--- config.mk ---
export PLATFORM = sky130hd
export DESIGN_NAME = uart_fifo_core
export DESIGN_NICKNAME = d
export VERILOG_FILES = /design/src/rtl/uart_fifo_core.sv
export SDC_FILE = /design/constraint.sdc
export NUM_CORES = 1
export LEC_CHECK = 0
export ABC_AREA = 1
export CAP_MARGIN = 5
export CORE_ASPECT_RATIO = 1.75
export CORE_MARGIN = 2
export CORE_UTILIZATION = 30
export DETAILED_ROUTE_END_ITERATION = 6
export GPL_ROUTABILITY_DRIVEN = 0
export GPL_TIMING_DRIVEN = 0
export SLEW_MARGIN = 10
export SYNTH_ARGS = -nofsm -noshare
export SYNTH_HDL_FRONTEND = slang
export SYNTH_SLANG_ARGS = --single-unit
--- constraint.sdc ---
create_clock -name clk -period 8.4 [get_ports clk]
set_input_delay 2.52 -clock clk [delete_from_list [all_inputs] [get_ports clk]]
set_output_delay 2.52 -clock clk [all_outputs]
set_load 0.01 [all_outputs]
--- src/rtl/uart_fifo_core.sv ---
`default_nettype none
// ============================================================================
// Module   : uart_fifo_core
// Purpose  : Full-duplex UART core with programmable baud tick, oversampled RX
//            and an RX FIFO holding data plus parity/framing flags per entry.
// Revision : 1.0 - initial release
// ============================================================================
module uart_fifo_core #(
    parameter int OVS        = 16,
    parameter int DIV_W      = 12,
    parameter int FIFO_DEPTH = 4
) (
    input  logic                         clk,
    input  logic                         rst,
    input  logic [DIV_W-1:0]             baud_div,
    input  logic [1:0]                   cfg_len,
    input  logic                         cfg_par_en,
    input  logic                         cfg_par_odd,
    input  logic                         cfg_stop2,
    input  logic [7:0]                   tx_data,
    input  logic                         tx_valid,
    output logic                         tx_ready,
    output logic                         tx_busy,
    output logic                         tx_sn,
    input  logic                         rx_sn,
    output logic [7:0]                   rx_data,
    output logic                         rx_perr,
    output logic                         rx_ferr,
    output logic                         rx_valid,
    input  logic                         rx_ready,
    output logic [$clog2(FIFO_DEPTH):0]  rx_count,
    output logic                         rx_overrun,
    input  logic                         ovr_clr
);
    localparam int c_CNT_W = $clog2(2 * OVS);
    localparam int c_PTR_W = $clog2(FIFO_DEPTH);
    localparam logic [c_CNT_W-1:0] c_BIT_LAST   = c_CNT_W'(OVS - 1);
    localparam logic [c_CNT_W-1:0] c_HALF_LAST  = c_CNT_W'(OVS / 2 - 1);
    localparam logic [c_CNT_W-1:0] c_STOP2_LAST = c_CNT_W'(2 * OVS - 1);

    // ---------------- baud tick ----------------
    logic [DIV_W-1:0] r_div_cnt;
    logic             w_tick;
    assign w_tick = (r_div_cnt == baud_div);

    always_ff @(posedge clk or posedge rst) begin
        if (rst)                        r_div_cnt <= '0;
        else if (r_div_cnt >= baud_div) r_div_cnt <= '0;
        else                            r_div_cnt <= r_div_cnt + DIV_W'(1);
    end

    // ---------------- transmitter ----------------
    typedef enum logic [2:0] {
        TX_IDLE  = 3'd0,
        TX_WAIT  = 3'd1,
        TX_START = 3'd2,
        TX_DATA  = 3'd3,
        TX_PAR   = 3'd4,
        TX_STOP  = 3'd5
    } tx_state_t;

    tx_state_t          r_tx_state, w_tx_state_nxt;
    logic [c_CNT_W-1:0] r_tx_cnt, w_tx_cnt_nxt;
    logic [2:0]         r_tx_idx, w_tx_idx_nxt, w_tx_idx_inc;
    logic               r_tx_sn, w_tx_sn_nxt;
    logic               r_tx_ready, r_tx_busy;
    logic [7:0]         r_tx_data, w_tx_masked;
    logic [2:0]         r_tx_last;
    logic               r_tx_par_en, r_tx_par, r_tx_stop2;

    assign w_tx_masked = tx_data & (8'hFF >> (2'd3 - cfg_len));

    always_comb begin
        w_tx_state_nxt = r_tx_state;
        w_tx_cnt_nxt   = r_tx_cnt;
        w_tx_idx_nxt   = r_tx_idx;
        w_tx_sn_nxt    = r_tx_sn;
        w_tx_idx_inc   = r_tx_idx + 3'd1;
        case (r_tx_state)
            TX_IDLE: if (tx_valid) w_tx_state_nxt = TX_WAIT;
            TX_WAIT: if (w_tick) begin
                w_tx_state_nxt = TX_START;
                w_tx_cnt_nxt   = '0;
                w_tx_sn_nxt    = 1'b0;
            end
            TX_START: if (w_tick) begin
                if (r_tx_cnt == c_BIT_LAST) begin
                    w_tx_state_nxt = TX_DATA;
                    w_tx_cnt_nxt   = '0;
                    w_tx_idx_nxt   = 3'd0;
                    w_tx_sn_nxt    = r_tx_data[0];
                end else begin
                    w_tx_cnt_nxt = r_tx_cnt + c_CNT_W'(1);
                end
            end
            TX_DATA: if (w_tick) begin
                if (r_tx_cnt == c_BIT_LAST) begin
                    w_tx_cnt_nxt = '0;
                    if (r_tx_idx == r_tx_last) begin
                        w_tx_state_nxt = r_tx_par_en ? TX_PAR : TX_STOP;
                        w_tx_sn_nxt    = r_tx_par_en ? r_tx_par : 1'b1;
                    end else begin
                        w_tx_idx_nxt = w_tx_idx_inc;
                        w_tx_sn_nxt  = r_tx_data[w_tx_idx_inc];
                    end
                end else begin
                    w_tx_cnt_nxt = r_tx_cnt + c_CNT_W'(1);
                end
            end
            TX_PAR: if (w_tick) begin
                if (r_tx_cnt == c_BIT_LAST) begin
                    w_tx_state_nxt = TX_STOP;
                    w_tx_cnt_nxt   = '0;
                    w_tx_sn_nxt    = 1'b1;
                end else begin
                    w_tx_cnt_nxt = r_tx_cnt + c_CNT_W'(1);
                end
            end
            TX_STOP: if (w_tick) begin
                if (r_tx_cnt == (r_tx_stop2 ? c_STOP2_LAST : c_BIT_LAST)) w_tx_state_nxt = TX_IDLE;
                else w_tx_cnt_nxt = r_tx_cnt + c_CNT_W'(1);
            end
            default: begin
                w_tx_state_nxt = TX_IDLE;
                w_tx_sn_nxt    = 1'b1;
            end
        endcase
    end

    always_ff @(posedge clk or posedge rst) begin
        if (rst) begin
            r_tx_state  <= TX_IDLE;
            r_tx_cnt    <= '0;
            r_tx_idx    <= 3'd0;
            r_tx_sn     <= 1'b1;
            r_tx_ready  <= 1'b1;
            r_tx_busy   <= 1'b0;
            r_tx_data   <= 8'h00;
            r_tx_last   <= 3'd7;
            r_tx_par_en <= 1'b0;
            r_tx_par    <= 1'b0;
            r_tx_stop2  <= 1'b0;
        end else begin
            r_tx_state <= w_tx_state_nxt;
            r_tx_cnt   <= w_tx_cnt_nxt;
            r_tx_idx   <= w_tx_idx_nxt;
            r_tx_sn    <= w_tx_sn_nxt;
            r_tx_ready <= (w_tx_state_nxt == TX_IDLE);
            r_tx_busy  <= (w_tx_state_nxt != TX_IDLE);
            if (tx_valid && r_tx_ready) begin
                r_tx_data   <= w_tx_masked;
                r_tx_last   <= 3'd4 + {1'b0, cfg_len};
                r_tx_par_en <= cfg_par_en;
                r_tx_par    <= (^w_tx_masked) ^ cfg_par_odd;
                r_tx_stop2  <= cfg_stop2;
            end
        end
    end

    assign tx_ready = r_tx_ready;
    assign tx_busy  = r_tx_busy;
    assign tx_sn    = r_tx_sn;

    // ---------------- receiver ----------------
    typedef enum logic [2:0] {
        RX_IDLE  = 3'd0,
        RX_START = 3'd1,
        RX_DATA  = 3'd2,
        RX_PAR   = 3'd3,
        RX_STOP  = 3'd4
    } rx_state_t;

    logic               r_rx_meta, r_rx_sync;
    rx_state_t          r_rx_state, w_rx_state_nxt;
    logic [c_CNT_W-1:0] r_rx_cnt, w_rx_cnt_nxt;
    logic [2:0]         r_rx_idx, w_rx_idx_nxt;
    logic [7:0]         r_rx_data;
    logic [2:0]         r_rx_last;
    logic               r_rx_par_en, r_rx_odd, r_rx_perr;
    logic               w_rx_det, w_rx_samp_bit, w_rx_samp_par, w_rx_done;
    logic               r_push;
    logic [9:0]         r_push_word;

    always_comb begin
        w_rx_state_nxt = r_rx_state;
        w_rx_cnt_nxt   = r_rx_cnt;
        w_rx_idx_nxt   = r_rx_idx;
        w_rx_det       = 1'b0;
        w_rx_samp_bit  = 1'b0;
        w_rx_samp_par  = 1'b0;
        w_rx_done      = 1'b0;
        case (r_rx_state)
            RX_IDLE: if (w_tick && !r_rx_sync) begin
                w_rx_state_nxt = RX_START;
                w_rx_cnt_nxt   = '0;
                w_rx_det       = 1'b1;
            end
            RX_START: if (w_tick) begin
                if (r_rx_cnt == c_HALF_LAST) begin
                    w_rx_state_nxt = r_rx_sync ? RX_IDLE : RX_DATA;
                    w_rx_cnt_nxt   = '0;
                    w_rx_idx_nxt   = 3'd0;
                end else begin
                    w_rx_cnt_nxt = r_rx_cnt + c_CNT_W'(1);
                end
            end
            RX_DATA: if (w_tick) begin
                if (r_rx_cnt == c_BIT_LAST) begin
                    w_rx_samp_bit = 1'b1;
                    w_rx_cnt_nxt  = '0;
                    if (r_rx_idx == r_rx_last) w_rx_state_nxt = r_rx_par_en ? RX_PAR : RX_STOP;
                    else w_rx_idx_nxt = r_rx_idx + 3'd1;
                end else begin
                    w_rx_cnt_nxt = r_rx_cnt + c_CNT_W'(1);
                end
            end
            RX_PAR: if (w_tick) begin
                if (r_rx_cnt == c_BIT_LAST) begin
                    w_rx_samp_par  = 1'b1;
                    w_rx_cnt_nxt   = '0;
                    w_rx_state_nxt = RX_STOP;
                end else begin
                    w_rx_cnt_nxt = r_rx_cnt + c_CNT_W'(1);
                end
            end
            RX_STOP: if (w_tick) begin
                // Return to idle at stop centre so a following start edge is not missed.
                if (r_rx_cnt == c_BIT_LAST) begin
                    w_rx_done      = 1'b1;
                    w_rx_state_nxt = RX_IDLE;
                end else begin
                    w_rx_cnt_nxt = r_rx_cnt + c_CNT_W'(1);
                end
            end
            default: w_rx_state_nxt = RX_IDLE;
        endcase
    end

    always_ff @(posedge clk or posedge rst) begin
        if (rst) begin
            r_rx_meta   <= 1'b1;
            r_rx_sync   <= 1'b1;
            r_rx_state  <= RX_IDLE;
            r_rx_cnt    <= '0;
            r_rx_idx    <= 3'd0;
            r_rx_data   <= 8'h00;
            r_rx_last   <= 3'd7;
            r_rx_par_en <= 1'b0;
            r_rx_odd    <= 1'b0;
            r_rx_perr   <= 1'b0;
            r_push      <= 1'b0;
            r_push_word <= 10'h000;
        end else begin
            r_rx_meta  <= rx_sn;
            r_rx_sync  <= r_rx_meta;
            r_rx_state <= w_rx_state_nxt;
            r_rx_cnt   <= w_rx_cnt_nxt;
            r_rx_idx   <= w_rx_idx_nxt;
            if (w_rx_det) begin
                r_rx_data   <= 8'h00;
                r_rx_last   <= 3'd4 + {1'b0, cfg_len};
                r_rx_par_en <= cfg_par_en;
                r_rx_odd    <= cfg_par_odd;
                r_rx_perr   <= 1'b0;
            end
            if (w_rx_samp_bit) r_rx_data[r_rx_idx] <= r_rx_sync;
            if (w_rx_samp_par) r_rx_perr <= r_rx_sync ^ (^r_rx_data) ^ r_rx_odd;
            r_push <= w_rx_done;
            if (w_rx_done) r_push_word <= {~r_rx_sync, r_rx_perr, r_rx_data};
        end
    end

    // ---------------- RX FIFO ----------------
    logic [9:0]         r_mem [FIFO_DEPTH];
    logic [c_PTR_W-1:0] r_wr_ptr, r_rd_ptr;
    logic [c_PTR_W:0]   r_count, w_count_nxt;
    logic               r_valid, r_ovr;
    logic               w_pop, w_full, w_push_ok, w_ovr_set;
    logic [9:0]         w_head;

    assign w_pop     = r_valid && rx_ready;
    assign w_full    = (r_count == (c_PTR_W + 1)'(FIFO_DEPTH));
    assign w_push_ok = r_push && (!w_full || w_pop);
    assign w_ovr_set = r_push && w_full && !w_pop;
    assign w_head    = r_mem[r_rd_ptr];

    always_comb begin
        w_count_nxt = r_count;
        if (w_push_ok && !w_pop)      w_count_nxt = r_count + (c_PTR_W + 1)'(1);
        else if (!w_push_ok && w_pop) w_count_nxt = r_count - (c_PTR_W + 1)'(1);
    end

    always_ff @(posedge clk) begin
        if (w_push_ok) r_mem[r_wr_ptr] <= r_push_word;
    end

    always_ff @(posedge clk or posedge rst) begin
        if (rst) begin
            r_wr_ptr <= '0;
            r_rd_ptr <= '0;
            r_count  <= '0;
            r_valid  <= 1'b0;
            r_ovr    <= 1'b0;
        end else begin
            if (w_push_ok) r_wr_ptr <= r_wr_ptr + c_PTR_W'(1);
            if (w_pop)     r_rd_ptr <= r_rd_ptr + c_PTR_W'(1);
            r_count <= w_count_nxt;
            r_valid <= (w_count_nxt != '0);
            if (w_ovr_set)    r_ovr <= 1'b1;
            else if (ovr_clr) r_ovr <= 1'b0;
        end
    end

    // Head is gated so an empty FIFO never exposes stale or uninitialised storage.
    assign rx_data    = r_valid ? w_head[7:0] : 8'h00;
    assign rx_perr    = r_valid & w_head[8];
    assign rx_ferr    = r_valid & w_head[9];
    assign rx_valid   = r_valid;
    assign rx_count   = r_count;
    assign rx_overrun = r_ovr;

endmodule
`default_nettype wire

# After elaboration in Yosys (flattened, before gate mapping)
# Memories as Yosys holds them, arrays and structs flattened.
# Index checks and enable logic that the tools add are counted.
dict set report word_totals {
  regBits 87
  ramBits 40
  input_bits 31
  output_inout_bits 18
  elab_cells 218
  mem_count 1
}
dict set report classes {
  n_addsub 11
  order_cmp 4
  n_eq_ne 41
  shift 1
  n_mux 87
  bitwise 8
  n_reduce_logical 36
}
# name words width read_ports rd_ports_with_merged_regs write_ports line_no
set memory_table {}
lappend memory_table {r_mem 4 10 1 0 1 274} ;# logic [9:0] r_mem [FIFO_DEPTH];
# op count
set ops {}
lappend ops {{3-bit two-way mux} 34}
lappend ops {{5-bit two-way mux} 13}
lappend ops {{2-bit inequality test, second input constant} 22}
lappend ops {{1-bit two-way mux} 25}
lappend ops {{8-bit two-way mux} 3}
lappend ops {{5-bit case mux with 4 select lines} 1}
lappend ops {{3-bit case mux with 6 select lines} 1}
lappend ops {{6-bit AND reduction} 3}
lappend ops {{8-bit parity} 2}
lappend ops {{3-bit case mux with 5 select lines} 1}
lappend ops {{5-bit case mux with 3 select lines} 1}
lappend ops {{12-bit by 1-bit adder with 12-bit output, second input constant} 1}
lappend ops {{12-bit == test} 1}
lappend ops {{3-bit by 2-bit == test with 1-bit output, second input constant} 4}
lappend ops {{3-bit == test, second input constant} 4}
lappend ops {{12-bit greater-or-equal comparator} 1}
lappend ops {{12-bit two-way mux} 1}
lappend ops {{3-bit case mux with 2 select lines} 2}
lappend ops {{5-bit by 1-bit adder with 5-bit output, second input constant} 2}
lappend ops {{5-bit by 4-bit == test with 1-bit output, second input constant} 2}
lappend ops {{10-bit AND reduction} 1}
lappend ops {{3-bit by 1-bit adder with 3-bit output, second input constant} 3}
lappend ops {{1-bit logical AND} 9}
lappend ops {{3-bit zero test} 3}
lappend ops {{30 further kinds} 48}

# Logic depth before layout (Yosys ltp)
dict set report depth {
  word_depth 9
  ltp_mapped 12
  depth_no_buf 12
}

# Least setup slack after synthesis
# Ideal clock, no wire load.
dict set report synth_timing {
  kind {input to register}
  startpoint {input baud_div[3]}
  endpoint {register r_push_word[0]}
  setup_ns 0.117
  arrival_time_ns 3.744
  required_ns 8.283
  path_slack_ns 4.539
  path_stages 10
  path_buffers 1
  cell_sequence {inv_1 > ha_1 > nand2_1 > nor2_4 > nand3_4 > nor2_4 > nand3_4 > buf_6 > nand2_1 > nand2_1}
}
dict set report synth_via {
  elab_chain_cells 3
}
# item line_no
set synth_rtl {}
lappend synth_rtl {{from (decl)} 15} ;# input logic [DIV_W-1:0] baud_div,
lappend synth_rtl {{12-bit == test} 44} ;# assign w_tick = (r_div_cnt == baud_div);
lappend synth_rtl {{1-bit two-way mux} --}
lappend synth_rtl {{1-bit two-way mux} 192} ;# case (r_rx_state)
lappend synth_rtl {{to (signal assigned)} 269} ;# if (w_rx_done) r_push_word <= {~r_rx_sync, r_rx_perr, r_rx_data};
lappend synth_rtl {{to (decl)} 182} ;# logic [9:0] r_push_word;
# Every way passes these cells.
# A chain may end at the register's enable or synchronous reset.

# Worst setup path in the final report
dict set report layout_timing {
  startpoint {register r_rd_ptr[0]}
  endpoint {output rx_perr}
}
dict set report layout_via {
  elab_chain_cells 2
}
# item line_no
set layout_rtl {}
lappend layout_rtl {{from (decl)} 275} ;# logic [c_PTR_W-1:0] r_wr_ptr, r_rd_ptr;
lappend layout_rtl {{from (signal assigned)} 306} ;# if (w_pop) r_rd_ptr <= r_rd_ptr + c_PTR_W'(1);
lappend layout_rtl {{memory read 4 x 10 bit} --}
lappend layout_rtl {{1-bit AND} 316} ;# assign rx_perr = r_valid & w_head[8];
lappend layout_rtl {{to (decl)} 27} ;# output logic rx_perr,
# Every way passes these cells.

==> metrics.md <==
| Metric | Value |
|---|---|
| Run status | completed |
| Initial antenna violation count | 0 |
| Worst Path Max Fanout | 10 |
| Initial Util | 30.65% |
| Async set-reset flop share out of synthesis | 68.00% |
| Final Hold Vio Count | 0 |
| First-pass GRT wire length | 24140 um |
| Max Cap Violations | 0 |
| Switch share | 32.98% |
| Die area | 0.02330 mm2 |
| Biggest area consumer among synthesized cells | dfrtp_1 |
| Setup repair bufs after CTS | 0 |
| Worst Hold Class | reg -> reg |
| Fmax | 0.2092 GHz |
| Sequential Power Share | 38.1% |
| Top cells by area, synth | dfrtp_1 29%, edfxtp_1 18%, nand2_1 9.6% |
| Largest net degree at the start of global routing | 44 |
| P_int | 0.001344 W |
| Pins Over Slew Limit | 0 |
| Share of cells above drive strength 1 | 10.04% |
| Routed wl met3 | 266 um |
| Ports | 49 |
| Port-buffer cells | 48 |
| Post-Synth Simple-Gate Area | 25.02% |
| Synthesized area | 0.006616 mm2 |
| Worst EP arrival | 2.26 ns |
| Warnings from Yosys | 0 |
| Minimum clock period | 4.780 ns |
| Post-CTS sizing | 0 |
| Sequential-to-total area share from yosys stat | 50.45% |
| Core area | 0.02159 mm2 |
| # DRC | 0 |
| Total CTS buffers | 17 |
| Combinational share of power | 27.0% |
| Synth Area in Compound Gates | 10.29% |
| Top cells by count, synth | 169 x nand2_1, 95 x nor2_1, 92 x inv_1 |
| Area growth from synthesis to layout | 21.79% |
| XOR/XNOR share of the synthesized area | 2.515% |
| Distinct cells, synth | 41 |
| Slew @ Worst Pin | 0.9628 ns |
| ANT cells | 0 |
| CP endpoint kind | output port |
| Main combinational cell family by area after synthesis | simple AND/OR/NAND/NOR gates |
| Critical path class | reg -> out |
| Vias/cell | 4.530 |
| Slowest stage delay, CP | 0.57 ns |
| Setup Total Neg Slack | 0 ns |
| First drt pass iteration count | 4 |
| Most common cell in the synthesized netlist | nand2_1 |
| Net Count, Synth | 834 |
| Clk_skew | 0.01136 ns |
| Post-Synthesis Cells | 776 |
| Wire per inst | 12.47 um |
| Multiplexer share of the synthesized area | 0% |
| Startpoint types | flip-flop |
| Met2 Wirelength | 8417 um |
| Hold buffers post-CTS | 0 |
| Post-Synth Adder-Cell Area | 5.106% |
| Fin util | 37.33% |
| Via count | 5205 |
| Crit-path slowest cell | clkdlybuf4s50_1 |
| Non-filler instance count after layout | 1149 |
| Peak VDD IR | 0.1217 mV |
| Register bit total from synthesis | 125 |
| CP cell instances | buf_1 -> nor2_1 -> nor2_1 -> o21ai_0 -> a21oi_1 -> clkdlybuf4s50_1 |
| Dpl cells | 1117 |
| All-Layer GR Usage | 13.09% |
| Detail Route Antenna Nets | 0 |
| TritonCTS clock tree | done |
| Hold slack final | 0.3614 ns |
| Max layer used | met4 |
| Headroom to the max-slew limit | 35.58% |
| Fin crit share | 56.90% |
| Core Rows | 71 |
| Layout Nets | 902 |
| Setup-failing EPs final | 0 |
| Die W | 116.3 um |
| Net Sw Power | 0.0006616 W |
| Die H | 200.5 um |
| Synth top area share | 29.12% |
| Post-synth EDFFs | 40 |
| Root Buffer Master | clkbuf_16 |
| Static Leak | 3.461 nW |
| CTS max path bufs | 2 |
| Synth Flop Type | dfrtp_1 |
| Synth Area per Inst | 8.526 um2 |
| Post-Route M1 WL | 5363 um |
| Clock power share | 34.9% |
| Clock slew at reported path FFs | 0.06 ns |
| WP data required | 5.88 ns |
| Hpwl dp | 10880 um |
| RSZ-0062 raised after global routing | false |
| Power Density | 248.9 mW/mm2 |
| Clock Sinks | 125 |
| Initial DRC count | 198 |
| Remaining Overflow, GRT | 0 |
| H-tree depth | 4 |
| Drt total wl | 14330 um |
| Vias in the first global route | 5259 |
| Most Frequent Cell on Critical Path | nor2_1 |
| Clk_lat worst skew | 0.42 ns |
layout by cell type, fill, tap and decap left out, drive strengths merged:
cell type,netlist,routed
nand2,172,172
nor2,107,107
inv,99,103
o21ai,86,86
dfrtp,77,77
nand3,58,58
clkdlybuf4s50,0,48
edfxtp,40,40
a21oi,30,30
ha,27,27
clkbuf,6,23
xor2,13,13
nor3,12,12
nand4,10,10
clkinv,3,10
dfstp,8,8
xnor2,6,6
buf,5,6
nand3b,3,3
clkinvlp,0,3
o211ai,2,2
o21a,2,2
nor3b,2,2
o21bai,2,2
or2,2,2
o22ai,1,1
and3,1,1
a21o,1,1
a211oi,1,1
bufinv,0,1
final timing paths:
| kind | endpoint | cells after the start | from | slack (ns) |
|---|---|---|---|---|
| max | rx_perr | 6 | r_rd_ptr[0]$_DFFE_PP0P_ | 3.62 |
| min | r_rx_sync$_DFF_PP1_ | 0 | r_rx_meta$_DFF_PP1_ | 0.36 |
| max reg2reg | r_mem[0][0]$_DFFE_PP_ | 6 | rx_count[0]$_DFF_PP0_ | 6.08 |
| min reg2reg | r_rx_sync$_DFF_PP1_ | 0 | r_rx_meta$_DFF_PP1_ | 0.36 |
| max in group asynchronous | r_rx_sync$_DFF_PP1_ | 3 | rst | 5.20 |
| min in group asynchronous | rx_count[2]$_DFF_PP0_ | 2 | rst | 2.53 |
registers in the layout, summed over array words and instances, names as in the netlist, 2 cells and up:
signal / cells
r_tx_state: 3
r_push_word: 10
r_rx_state: 3
r_tx_data: 8
r_mem: 40
r_tx_idx: 3
r_tx_last: 2
r_div_cnt: 12
r_wr_ptr: 2
r_rx_cnt: 5
r_rx_last: 2
r_rd_ptr: 2
rx_count: 3
r_rx_idx: 3
r_tx_cnt: 5
r_rx_data: 8
through the flow:
stage / total power, W / cell area (um2) / setup slack [ns]
floorplan: 0.001109 / 6616 / 3.700
global placement: 0.001312 / 7462 / 2.148
detailed placement: 0.001329 / 7492 / 3.651
global route: 0.002137 / 8058 / 3.451
finish: 0.002006 / 8058 / 3.620
CTS: 0.002036 / 8058 / 3.546
worst max-delay path, delay by kind of cell, from the launching register on:
family / cells / cell delay [ns]
AOI/OAI and AO/OA: 2 / 0.29
buffers and inverters: 2 / 1.00
DFF: 1 / 0.37
and+or+nand+nor: 2 / 0.19
layout make-up:
cell class | instances | area (um2)
clock buffer | 17 | 425.4
timing repair buffer | 49 | 508.0
buffer | 11 | 55.05
tap | 292 | 365.4
sequential | 125 | 3338
clock inverter | 15 | 140.1
fill | 2211 | 13530
inverter | 102 | 385.4
multi-input combinational | 538 | 2840
power groups by stage:
stage	sequential [W]	clock (W)	combinational, W
finish	0.000764	0.000700	0.000541
detailed placement	0.000777	0	0.000552
floorplan	0.000760	0	0.000348
global placement	0.000776	0	0.000535
CTS	0.000766	0.000715	0.000554
global route	0.000775	0.000743	0.000619
cells by family (layout without fill, tap and decap cells):
group	after synthesis	in the layout
buffers and inverters	113	194
adder cells (fa/ha/maj)	27	27
AO/OA/AOI/OAI	125	125
AND/OR/NAND/NOR	367	367
flip-flops	125	125
XOR/XNOR	19	19
layer usage:
| layer | GRT usage [%] | vias up |
|---|---|---|
| met5 | 0 | - |
| met4 | 5.442 | 0 |
| met3 | 2.295 | 15 |
| met2 | 25.60 | 63 |
| met1 | 12.98 | 2447 |
| li1 | - | 2680 |
(Power assumes the default switching activity.)
